### src/rtl/spi_seq_pkg.sv
// Shared types and defaults for the SPI byte sequencer.
package spi_seq_pkg;

  typedef logic [7:0] spi_byte_t;

  typedef enum logic [2:0] {
    IDLE,
    LOAD,
    XFER,
    CAPTURE,
    GAP
  } seq_state_e;

  localparam int unsigned DefaultDepth      = 8;
  localparam int unsigned DefaultXferCycles = 16;
  localparam int unsigned DefaultGapCycles  = 2;

  function automatic int unsigned max3(input int unsigned a, input int unsigned b,
                                       input int unsigned c);
    int unsigned m;
    m = (a > b) ? a : b;
    return (m > c) ? m : c;
  endfunction

endpackage

### src/rtl/spi_seq_fifo.sv
// Synchronous TX byte FIFO with registered occupancy and ready.
module spi_seq_fifo
  import spi_seq_pkg::*;
#(
  parameter int unsigned DEPTH  = DefaultDepth,
  localparam int unsigned PtrW   = $clog2(DEPTH),
  localparam int unsigned CountW = PtrW + 1
) (
  input  logic              clk,
  input  logic              rst_n,
  input  logic              push,
  input  spi_byte_t         wdata,
  input  logic              pop,
  output spi_byte_t         rdata,
  output logic [CountW-1:0] count,
  output logic              full,
  output logic              empty,
  output logic              ready
);

  spi_byte_t         mem_q [DEPTH];
  logic [PtrW-1:0]   wr_ptr_q, rd_ptr_q;
  logic [CountW-1:0] count_q, count_d;
  logic              ready_q;
  logic              push_ok, pop_ok;

  assign full  = (count_q == CountW'(DEPTH));
  assign empty = (count_q == '0);

  // A push into a full FIFO still lands when the head leaves on the same edge.
  assign push_ok = push && (!full || pop);
  assign pop_ok  = pop && !empty;

  always_comb begin
    count_d = count_q;
    if (push_ok && !pop_ok) begin
      count_d = count_q + CountW'(1);
    end else if (!push_ok && pop_ok) begin
      count_d = count_q - CountW'(1);
    end
  end

  always_ff @(posedge clk or negedge rst_n) begin
    if (!rst_n) begin
      wr_ptr_q <= '0;
      rd_ptr_q <= '0;
      count_q  <= '0;
      ready_q  <= 1'b1;
    end else begin
      if (push_ok) wr_ptr_q <= wr_ptr_q + PtrW'(1);
      if (pop_ok)  rd_ptr_q <= rd_ptr_q + PtrW'(1);
      count_q <= count_d;
      ready_q <= (count_d != CountW'(DEPTH));
    end
  end

  always_ff @(posedge clk) begin
    if (push_ok) mem_q[wr_ptr_q] <= wdata;
  end

  assign rdata = mem_q[rd_ptr_q];
  assign count = count_q;
  assign ready = ready_q;

endmodule

### src/rtl/spi_xfer_sequencer.sv
// Feeds buffered bytes to SPI_intf one at a time, holding en for a fixed window.
// Define SPI_SEQ_RX_EN to add the CAPTURE state and rx_data/rx_valid capture.
module spi_xfer_sequencer
  import spi_seq_pkg::*;
#(
  parameter int unsigned DEPTH       = DefaultDepth,
  parameter int unsigned XFER_CYCLES = DefaultXferCycles,
  parameter int unsigned GAP_CYCLES  = DefaultGapCycles,
  localparam int unsigned CountW     = $clog2(DEPTH) + 1
) (
  input  logic              clk,
  input  logic              rst_n,
  input  logic [7:0]        tx_data,
  input  logic              tx_valid,
  output logic              tx_ready,
  output logic              spi_en,
  output logic [7:0]        spi_data,
  input  logic [7:0]        spi_rdata,
  output logic [7:0]        rx_data,
  output logic              rx_valid,
  output logic              busy,
  output logic [CountW-1:0] count,
  output logic              overflow
);

  localparam int unsigned CntW = $clog2(max3(XFER_CYCLES, GAP_CYCLES, 2));
  localparam logic [CntW-1:0] XferLast = CntW'(XFER_CYCLES - 1);
  localparam logic [CntW-1:0] GapLast  = CntW'((GAP_CYCLES == 0) ? 0 : GAP_CYCLES - 1);

  seq_state_e      state_q, after_state;
  logic [CntW-1:0] cnt_q;
  logic            spi_en_q;
  spi_byte_t       spi_data_q;
  logic            overflow_q;

  spi_byte_t       fifo_rdata;
  logic            fifo_pop, fifo_full, fifo_empty;

  assign fifo_pop = (state_q == LOAD);

  spi_seq_fifo #(
    .DEPTH (DEPTH)
  ) u_fifo (
    .clk   (clk),
    .rst_n (rst_n),
    .push  (tx_valid),
    .wdata (tx_data),
    .pop   (fifo_pop),
    .rdata (fifo_rdata),
    .count (count),
    .full  (fifo_full),
    .empty (fifo_empty),
    .ready (tx_ready)
  );

  // Where the FSM goes once a byte's enable window (and capture) is done.
  always_comb begin
    after_state = fifo_empty ? IDLE : LOAD;
    if (GAP_CYCLES != 0) after_state = GAP;
  end

`ifdef SPI_SEQ_RX_EN
  spi_byte_t rx_data_q;
  logic      rx_valid_q;
`endif

  always_ff @(posedge clk or negedge rst_n) begin
    if (!rst_n) begin
      state_q    <= IDLE;
      cnt_q      <= '0;
      spi_en_q   <= 1'b0;
      spi_data_q <= '0;
`ifdef SPI_SEQ_RX_EN
      rx_data_q  <= '0;
      rx_valid_q <= 1'b0;
`endif
    end else begin
`ifdef SPI_SEQ_RX_EN
      rx_valid_q <= 1'b0;
`endif
      unique case (state_q)
        IDLE: begin
          if (!fifo_empty) state_q <= LOAD;
        end
        LOAD: begin
          spi_data_q <= fifo_rdata;
          spi_en_q   <= 1'b1;
          cnt_q      <= XferLast;
          state_q    <= XFER;
        end
        XFER: begin
          if (cnt_q == '0) begin
            spi_en_q <= 1'b0;
`ifdef SPI_SEQ_RX_EN
            state_q  <= CAPTURE;
`else
            state_q  <= after_state;
            cnt_q    <= GapLast;
`endif
          end else begin
            cnt_q <= cnt_q - CntW'(1);
          end
        end
`ifdef SPI_SEQ_RX_EN
        CAPTURE: begin
          rx_data_q  <= spi_rdata;
          rx_valid_q <= 1'b1;
          state_q    <= after_state;
          cnt_q      <= GapLast;
        end
`endif
        GAP: begin
          if (cnt_q == '0) begin
            state_q <= fifo_empty ? IDLE : LOAD;
          end else begin
            cnt_q <= cnt_q - CntW'(1);
          end
        end
        default: state_q <= IDLE;
      endcase
    end
  end

  always_ff @(posedge clk or negedge rst_n) begin
    if (!rst_n) begin
      overflow_q <= 1'b0;
    end else if (tx_valid && fifo_full && !fifo_pop) begin
      overflow_q <= 1'b1;
    end
  end

`ifdef SPI_SEQ_RX_EN
  assign rx_data  = rx_data_q;
  assign rx_valid = rx_valid_q;
`else
  logic unused_rdata;
  assign unused_rdata = ^spi_rdata;
  assign rx_data  = '0;
  assign rx_valid = 1'b0;
`endif

  assign spi_en   = spi_en_q;
  assign spi_data = spi_data_q;
  assign busy     = (state_q != IDLE);
  assign overflow = overflow_q;

endmodule

### config.mk
export PLATFORM = sky130hd
export DESIGN_NAME = spi_xfer_sequencer
export DESIGN_NICKNAME = d
export VERILOG_FILES = /design/src/rtl/spi_seq_pkg.sv /design/src/rtl/spi_seq_fifo.sv /design/src/rtl/spi_xfer_sequencer.sv
export SDC_FILE = /design/constraint.sdc
export NUM_CORES = 1
export LEC_CHECK = 0
export BUFFER_PORTS_ARGS = -buffer_cell sky130_fd_sc_hd__clkbuf_2
export CAP_MARGIN = 20
export CORE_ASPECT_RATIO = 1.4
export CORE_MARGIN = 2
export CORE_UTILIZATION = 32
export DETAILED_ROUTE_END_ITERATION = 12
export MAX_ROUTING_LAYER = met4
export SYNTH_ARGS = -nofsm -noshare
export SYNTH_HDL_FRONTEND = slang
export SYNTH_SLANG_ARGS = --single-unit
### constraint.sdc
create_clock -name clk -period 6.58 [get_ports clk]
set_input_delay 0.987 -clock clk [delete_from_list [all_inputs] [get_ports clk]]
set_output_delay 0.987 -clock clk [all_outputs]
set_load 0.01 [all_outputs]
# == Yosys cells after proc, flatten, opt, wreduce, memory -nomap -nowiden ==
# Memory sizes are Yosys's and may differ from the RTL's. A register that Yosys moved wholly into a read port is not among the register bits.
# Cells that the tools add are included.
# classes
eq_ne,9
mux,14
n_addsub,5
reduce_logical,22
# op_table
op,count
two-way mux 4 bit,4
one-hot mux 3 bit (4 select lines),1
one-hot mux 4 bit (3 select lines),1
two-way mux 3 bit,3
zero test 4 bit,2
!= test 2 bit (second input constant),4
subtractor 4 x 1 -> 4 bit (second input constant),2
adder 3 x 1 -> 3 bit (second input constant),2
logical AND 1 bit,6
zero test 1 bit,6
nonzero test 3 bit,2
adder 4 x 1 -> 4 bit (second input constant),1
equality test 4 bit (second input constant),1
two-way mux 1 bit,4
!= test 4 bit (second input constant),1
AND reduction 2 bit,2
equality test 3 x 1 -> 1 bit (second input constant),1
equality test 3 x 2 -> 1 bit (second input constant),1
equality test 3 bit (second input constant),1
zero test 3 bit,1
AND reduction 3 bit,1
one-hot mux 1 bit (2 select lines),1
nonzero test 2 bit,1
logical OR 1 bit,1
# totals
out_inout_bits,25
in_bits,19
ram_bits,64
regBits,20
n_memories,1
# memory_table
memory,depth,width,read_ports,rd_ports_with_merged_regs,wr,line,source
u_fifo.mem_q,8,8,1,1,1,spi_seq_fifo.sv:21,spi_byte_t mem_q [DEPTH];

# == Longest topological paths before layout ==
# Gate-level depths: netlist of run 1.
# depth
depth_word,9
ltp_mapped,7

# == Hierarchy ==
# A second synthesis of run 1 with hierarchy kept.
# unflattened
cells_unflattened,265
area_unflattened_um2,4037.6
# by_module_without_submodules
mod,instances,cells_per_inst,area_per_inst_um2
spi_seq_fifo,1,172,3083.0
spi_xfer_sequencer,1,93,954.7

# == Worst setup path before layout of run 1 ==
# OpenSTA, ideal clock, no wires.
# synth_path
path_kind,input -> register
startpoint,input port tx_valid
endpoint,"memory u_fifo.mem_q[0][0] (netlist bit), enable pin"
path_buffers,1
setup_slack_ps,3994
arrival_time_ps,2203
path_stages,4
t_required_ps,6197
cell_sequence,clkbuf_1 -> o21a_1 -> nand2b_1 -> nor3_1
# synth_via
elab_chain_cells,3
# synth_lines
element,line,source
from (decl),spi_xfer_sequencer.sv:14,"input logic tx_valid,"
logical AND 1 bit,spi_seq_fifo.sv:31,assign push_ok = push && (!full || pop);
two-way mux 1 bit,spi_seq_fifo.sv:58,if (push_ok) mem_q[wr_ptr_q] <= wdata;
two-way mux 1 bit (implied by the code),spi_seq_fifo.sv:58,
to (decl),spi_seq_fifo.sv:21,
# No other way between the ends.

# == Worst setup path after layout of run 1 ==
# layout_path
startpoint,register state_q[2]
endpoint,"register u_fifo.ready_q, in the netlist u_fifo.ready"
# layout_via
elab_chain_cells,8
word_cells_on_any_way,11
classes_between,eq/ne (2); mux (2); reduce/logical (7)
# layout_lines
element,line,source
from (decl),spi_xfer_sequencer.sv:30,"seq_state_e state_q, after_state;"
from (signal assigned),spi_xfer_sequencer.sv:97,state_q <= after_state;
from (signal assigned),spi_xfer_sequencer.sv:114,state_q <= fifo_empty ? IDLE : LOAD;
equality test 3 x 1 -> 1 bit (*),spi_xfer_sequencer.sv:39,assign fifo_pop = (state_q == LOAD);
logical OR 1 bit,spi_seq_fifo.sv:31,
logical AND 1 bit,spi_seq_fifo.sv:31,
zero test 1 bit,spi_seq_fifo.sv:38,end else if (!push_ok && pop_ok) begin
logical AND 1 bit,spi_seq_fifo.sv:38,
two-way mux 4 bit,spi_seq_fifo.sv:38,
two-way mux 4 bit (*),spi_seq_fifo.sv:36,if (push_ok && !pop_ok) begin
named net u_fifo.count_d[0],spi_seq_fifo.sv:23,"logic [CountW-1:0] count_q, count_d;"
!= test 4 bit (*),spi_seq_fifo.sv:53,ready_q <= (count_d != CountW'(DEPTH));
to (signal assigned),spi_seq_fifo.sv:53,
to (decl),spi_seq_fifo.sv:24,logic ready_q;
# Mark *: on every way through the listed nets, which the timed path passes. The rest lies on a longest branch.
# A chain may end at the register's enable or synchronous reset.

==> run metrics, run 1 <==
Routed Antenna Nets=0; die width=98.4 um; DR pass1 iterations=4; CP Cell Sequence=or3b_1 > o211ai_1 > o21ai_0 > xnor2_1 > or4b_1; top post-synthesis cells by area=edfxtp_1 48%, dfrtp_1 17%, mux4_2 9.0%, mux2i_1 2.5%, ha_1 1.9%; most common cell in the netlist=edfxtp_1; Die ar.=13,400 um2; worst hold slack=~470 ps; pwr dens=461 nW/um2; delay-heaviest family, CP=simple AND/OR/NAND/NOR gates; Ports=between 40 and 50; clock share of power=0.258; Initial Util=0.326; Yosys warnings=0; Synth Area per Inst=14.9 um2; most frequent cells after synthesis=64 x edfxtp_1, 27 x dfrtp_1, 20 x nand2_1; Final Max Slew Viols=0; slowest cell on the critical path=or3b_1; Antenna diodes=0; placed insts=between 400 and 500; maxcap violations=0; DR vias=2,226; clk_lat worst skew=330 ps; Routed Wire Length=around 7.4 mm; mapped cell area=approximately 4000 um2; Max Root-Sink Buffers=2; Int Pwr=1420 uW; non-filler instance count after layout=450; Reg clk slew, reported paths=60 ps; flops & latches, synth=92; first-pass GRT wire length=12.0 mm; GRT Overall Usage=0.121; Port Buf Inserts=26; Final setup violation count=0; CTS Hold Bufs=0; antenna violations before repair=0; Worst setup SP type=flop; outcome=finished clean; setup TNS=0 ps; leakage=roughly 0.0017 uW; Clk Tree Root Cell=clkbuf_16; share of power burned in registers=0.437; Psw=688 uW; hpwl dp=between 4 and 5 mm; crit path DAT=approximately 2800 ps; Critical Path RT=6830 ps; Worst Hold Class=flop to flop; Num CTS Buffers=9; post-CTS setup buffer count=0; layout cells sized above 1=0.223; part of the cycle the worst path needs=0.380; Post-Syn Instances=about 270; WL/cell=~17 um; largest area contributor in the netlist=edfxtp_1; total chip power=2110 uW; pin slew with the least headroom to its limit=925 ps; # nets final=320; clk_skew=5.61 ps; Syn-to-layout area delta=14.8%; core area=12,300 um2; drt initial violations=74; CTS Sinks=92; CTS tree=done; crit path kind=flop to flop; Distinct cells, synth=46; cells resized by post-CTS repair=0; CP max stage delay=780 ps; largest net degree at the start of global routing=29; FFs w/ async S/R, synth=0.304; post-synth top area share=0.482; fin crit period=approximately 2500 ps; Switching Fraction=0.326; Row Count=48; register area share after synthesis=0.658; H-Tree Depth=3; vias in the first global route=about 2,300; final hold violations=0; routability congestion estimate=0.856; grt total ovfl=0; Worst Path Max Fanout=25; Gate power share=0.305; RSZ-0062 raised after global routing=no; worst vdd ir=0.000149 V; Max Clk Rate=0.399 GHz; main flop type after synthesis=edfxtp_1; Slew headroom=0.381; die height=136 um; via/cell ratio=4.95; Post-synth EDFFs=64; WP buf/inv=0; Residual DRC=0; Critical Path End Type=flop
-- kinds of logic (layout without fill, tap and decap cells) --
family	after synthesis	after routing	synth area share
other	1	9	0.000940
XOR/XNOR	7	7	0.0154
flip-flops	92	92	0.658
AO/OA/AOI/OAI	42	42	0.0690
adder cells (fa/ha/maj)	6	6	0.0188
multiplexers	28	28	0.121
buffers and inverters	26	50	0.0339
AND/OR/NAND/NOR	66	66	0.0831
-- cells in the final DEF, fill, tap and decap left out, types with 5 or more instances in the layout --
cell | Yosys | routed
ha_1 | 6 | 6
mux4_2 | 16 | 16
mux2i_1 | 10 | 10
edfxtp_1 | 64 | 64
clkbuf_16 | 0 | 9
nor3_1 | 5 | 5
nor2_1 | 19 | 19
clkbuf_2 | 0 | 26
conb_1 | 1 | 9
nand2_1 | 20 | 20
o21ai_0 | 15 | 15
nor2b_1 | 6 | 6
dfrtp_1 | 27 | 27
inv_1 | 5 | 5
a21oi_1 | 7 | 7
xnor2_1 | 5 | 5
-- worst paths after layout --
path | from | end | slack [ps] | depth (start not counted)
min in group asynchronous | rst_n | u_fifo.count[0]$_DFF_PN0_ | 690 | 1
worst max-delay path | state_q[2]$_DFFE_PN0P_ | u_fifo.ready$_DFF_PN1_ | 4080 | 5
max in group asynchronous | rst_n | cnt_q[1]$_DFFE_PN0P_ | 5430 | 1
worst min register to register | overflow$_DFFE_PN0P_ | overflow$_DFFE_PN0P_ | 470 | 1
worst min-delay path | overflow$_DFFE_PN0P_ | overflow$_DFFE_PN0P_ | 470 | 1
worst max register to register | state_q[2]$_DFFE_PN0P_ | u_fifo.ready$_DFF_PN1_ | 4080 | 5
-- per-stage QoR --
stage	utilization	worst slack, ps	cell area (um2)
4_1_cts	0.374	4010	4580
2_1_floorplan	-	3990	4020
3_5_place_dp	0.348	3710	4260
5_1_grt	0.374	3840	4580
6_report	0.374	4080	4580
3_3_place_gp	0.346	3790	4240
-- power groups by stage --
stage                     clock [uW]  combinational [uW]  sequential, uW
after floorplan                    0                 506             866
after global placement             0                 591             952
after detailed placement           0                 650             937
after CTS                        556                 653             925
after global routing             580                 716             947
final                            544                 644             923
-- worst reg2reg max path, delay by kind of cell, from the launching register on --
kind,cells,cell delay [ps]
AO/OA/AOI/OAI,2,420
flip-flops,1,570
XOR/XNOR,1,160
AND/OR/NAND/NOR,2,1280
-- sequential cells by signal, summed over array words and instances (netlist names) --
register / flops
cnt_q: 4
overflow: 1
spi_data: 8
spi_en: 1
state_q: 3
u_fifo.count: 4
u_fifo.mem_q: 64
u_fifo.rd_ptr_q: 3
u_fifo.ready: 1
u_fifo.wr_ptr_q: 3
-- cell type report --
type,instances,area (um2)
fillers,1148,7670
flip-flops and latches,92,2620
multi-input cells,158,1260
repair buffers,29,173
well taps,150,188
clock inverters,6,87.6
inverters,5,18.8
clock buffers,10,229
-- layer usage --
metal,GRT usage,wire [um],vias up
li1,-,-,1051
met1,0.147,3330,1128
met2,0.197,3760,38
met3,0.0226,222,9
met4,0.0556,125,0
met5,-,0,-
(Power assumes the default switching activity.)
==> inputs of run 2 (changes only) <==
- ABC_AREA: default -> 1
- clock period: 6.58 -> 2.4 ns (I/O delays scaled with it)
==> run metrics, run 2 <==
core area=11,900 um2; Reg clk slew, reported paths=60 ps; Yosys warnings=0; CTS tree=done; CTS Hold Bufs=0; Initial Util=0.331; flops & latches, synth=92; Worst Path Max Fanout=8; most frequent cells after synthesis=64 x edfxtp_1, 60 x nand2_1, 51 x nor2_1; final hold violations=0; max reg flops=64; maxcap violations=0; top post-synthesis cells by area=edfxtp_1 49%, dfrtp_1 17%, nand2_1 5.7%, nor2_1 4.9%, o21ai_0 4.7%; clk_lat worst skew=340 ps; cells resized by post-CTS repair=0; routability congestion estimate=0.753; CTS Sinks=92; crit path kind=flop to flop; Max Root-Sink Buffers=2; total of fill cells in the finished design=1,128; GRT Overall Usage=0.127; Post-synth EDFFs=64; Int Pwr=3640 uW; post-synth top area share=0.489; Gate power share=0.333; Post-Syn Instances=between 300 and 400; setup TNS=0 ps; Ports=44; Critical Path End Type=flop; die height=roughly 140 um; leakage=roughly 0.0019 uW; Residual DRC=0; crit path DAT=between 2000 and 2500 ps; Final Max Slew Viols=0; via/cell ratio=4.83; area of the multi-input gates=roughly 1100 um2; reg2reg setup slack=370 ps; mapped cell area=3930 um2; antenna violations before repair=0; Clk Tree Root Cell=clkbuf_16; most common cell in the netlist=edfxtp_1; Largest Register=u_fifo.mem_q; Routed Antenna Nets=0; pwr dens=1240 nW/um2; Row Count=47; Final setup violation count=0; worst vdd ir=about 0.00039 V; register area share after synthesis=0.667; grt total ovfl=0; part of the cycle the worst path needs=0.848; share of power burned in registers=0.398; Switching Fraction=0.357; Worst Hold Class=primary input to asynchronous set/reset pin; Psw=roughly 2000 uW; Max Clk Rate=0.492 GHz; Routed Wire Length=7.67 mm; H-Tree Depth=3; clock share of power=0.269; hpwl dp=5.37 mm; Synth Area per Inst=11.2 um2; drt initial violations=roughly 210; most frequent cells in the layout=64 x edfxtp_1, 60 x nand2_1, 51 x nor2_1, 37 x o21ai_0, 27 x dfrtp_1; fin crit period=a little over 2000 ps; RSZ-0062 raised after global routing=no; DR pass1 iterations=4; clk_skew=7.05 ps; largest net degree at the start of global routing=34; outcome=finished clean; # nets final=414; final instance area=4580 um2; pin slew with the least headroom to its limit=~700 ps; FFs w/ async S/R, synth=0.304; Register Area=roughly 2600 um2; commonest non-fill, non-tap cell in the layout=edfxtp_1; largest area contributor in the netlist=edfxtp_1; layout cells sized above 1=0.160; die width=97.7 um; DR vias=about 2,600; post-CTS setup buffer count=0; Slew headroom=0.521; Port Buf Inserts=26; Antenna diodes=0; Critical Path RT=2450 ps; main flop type after synthesis=edfxtp_1; Distinct cells, synth=30; Syn-to-layout area delta=16.4%; Die ar.=between 10,000 and 15,000 um2; Cell Area, Placed=roughly 4300 um2; Num CTS Buffers=9; WL/cell=14.2 um; Worst setup SP type=flop; vias in the first global route=2,640; first-pass GRT wire length=between 10 and 15 mm
-- run 2: cell count changes after synthesis, sizes merged, moves of 10 or more --
| cell | previous run | this run |
|---|---|---|
| nand2 | 20 | 61 |
| nor2 | 19 | 52 |
| o21ai | 16 | 39 |
| nand3 | 1 | 21 |
| inv | 5 | 23 |
| mux4 | 16 | 0 |
| o221ai | 0 | 16 |
| mux2i | 10 | 0 |
-- run 2: path summary, 6_finish.rpt --
check / start / end / cells past startpoint
max in group asynchronous: rst_n / spi_data[5]$_DFFE_PN0P_ / 1
setup reg to reg: u_fifo.count[0]$_DFF_PN0_ / u_fifo.mem_q[0][5]$_DFFE_PP_ / 9
min in group clk: tx_data[2] / u_fifo.mem_q[4][2]$_DFFE_PP_ / 1
hold reg to reg: overflow$_DFFE_PN0P_ / overflow$_DFFE_PN0P_ / 1
setup / recovery: u_fifo.count[0]$_DFF_PN0_ / u_fifo.mem_q[0][5]$_DFFE_PP_ / 9
hold / removal: rst_n / u_fifo.wr_ptr_q[1]$_DFFE_PN0P_ / 1
-- run 2: layout make-up --
type | count | area share
clock buffer | 9 | 0.0492
multi-input combinational | 222 | 0.245
clock inverter | 7 | 0.0213
sequential | 92 | 0.573
tap | 147 | 0.0402
timing repair buffer | 40 | 0.0514
inverter | 24 | 0.0197
-- run 2: worst max-delay path: stages, from the launching register on --
cell	delay [ps]
dfrtp_1	410
inv_1	120
ha_1	260
nand2_1	110
nor2_1	40
nand2_1	110
nand2_1	110
or2_1	280
nor2_1	110
buf_4	180
-- run 2: cell families (layout without fill, tap and decap cells) --
logic type / Yosys count / count (layout) / synth area share
other: 1 / 9 / 0.000954
buffers and inverters: 45 / 80 / 0.0551
and+or+nand+nor: 138 / 138 / 0.145
DFF: 92 / 92 / 0.667
AOI/OAI and AO/OA: 62 / 62 / 0.0971
adders and majority gates: 6 / 6 / 0.0191
xor gates and xnor gates: 7 / 7 / 0.0156
-- run 2: routing by layer --
metal | global-route usage | routed length [um] | up-vias
li1 | - | - | 1275
met1 | 0.142 | 3250 | 1256
met2 | 0.220 | 4010 | 71
met3 | 0.0258 | 296 | 11
met4 | 0.0571 | 108 | 0
met5 | - | 0 | -
-- run 2: power groups by stage --
stage,sequential (uW),clock (uW),combinational [uW]
2_1_floorplan,2300,0,1280
3_3_place_gp,2270,0,1830
4_1_cts,2250,1560,1910
6_report,2250,1520,1880
3_5_place_dp,2280,0,1900
5_1_grt,2290,1630,2160
-- run 2: stage by stage --
stage	utilization	power, uW	cells	worst slack, ps	hold WS (ps)
after detailed placement	0.358	4180	525	395	463
after CTS	0.385	5710	541	380	98.3
after global placement	0.358	4100	525	424	451
after global routing	0.385	6080	541	218	132
after floorplan	-	3580	359	325	64.4
final	0.385	5650	541	366	60.1
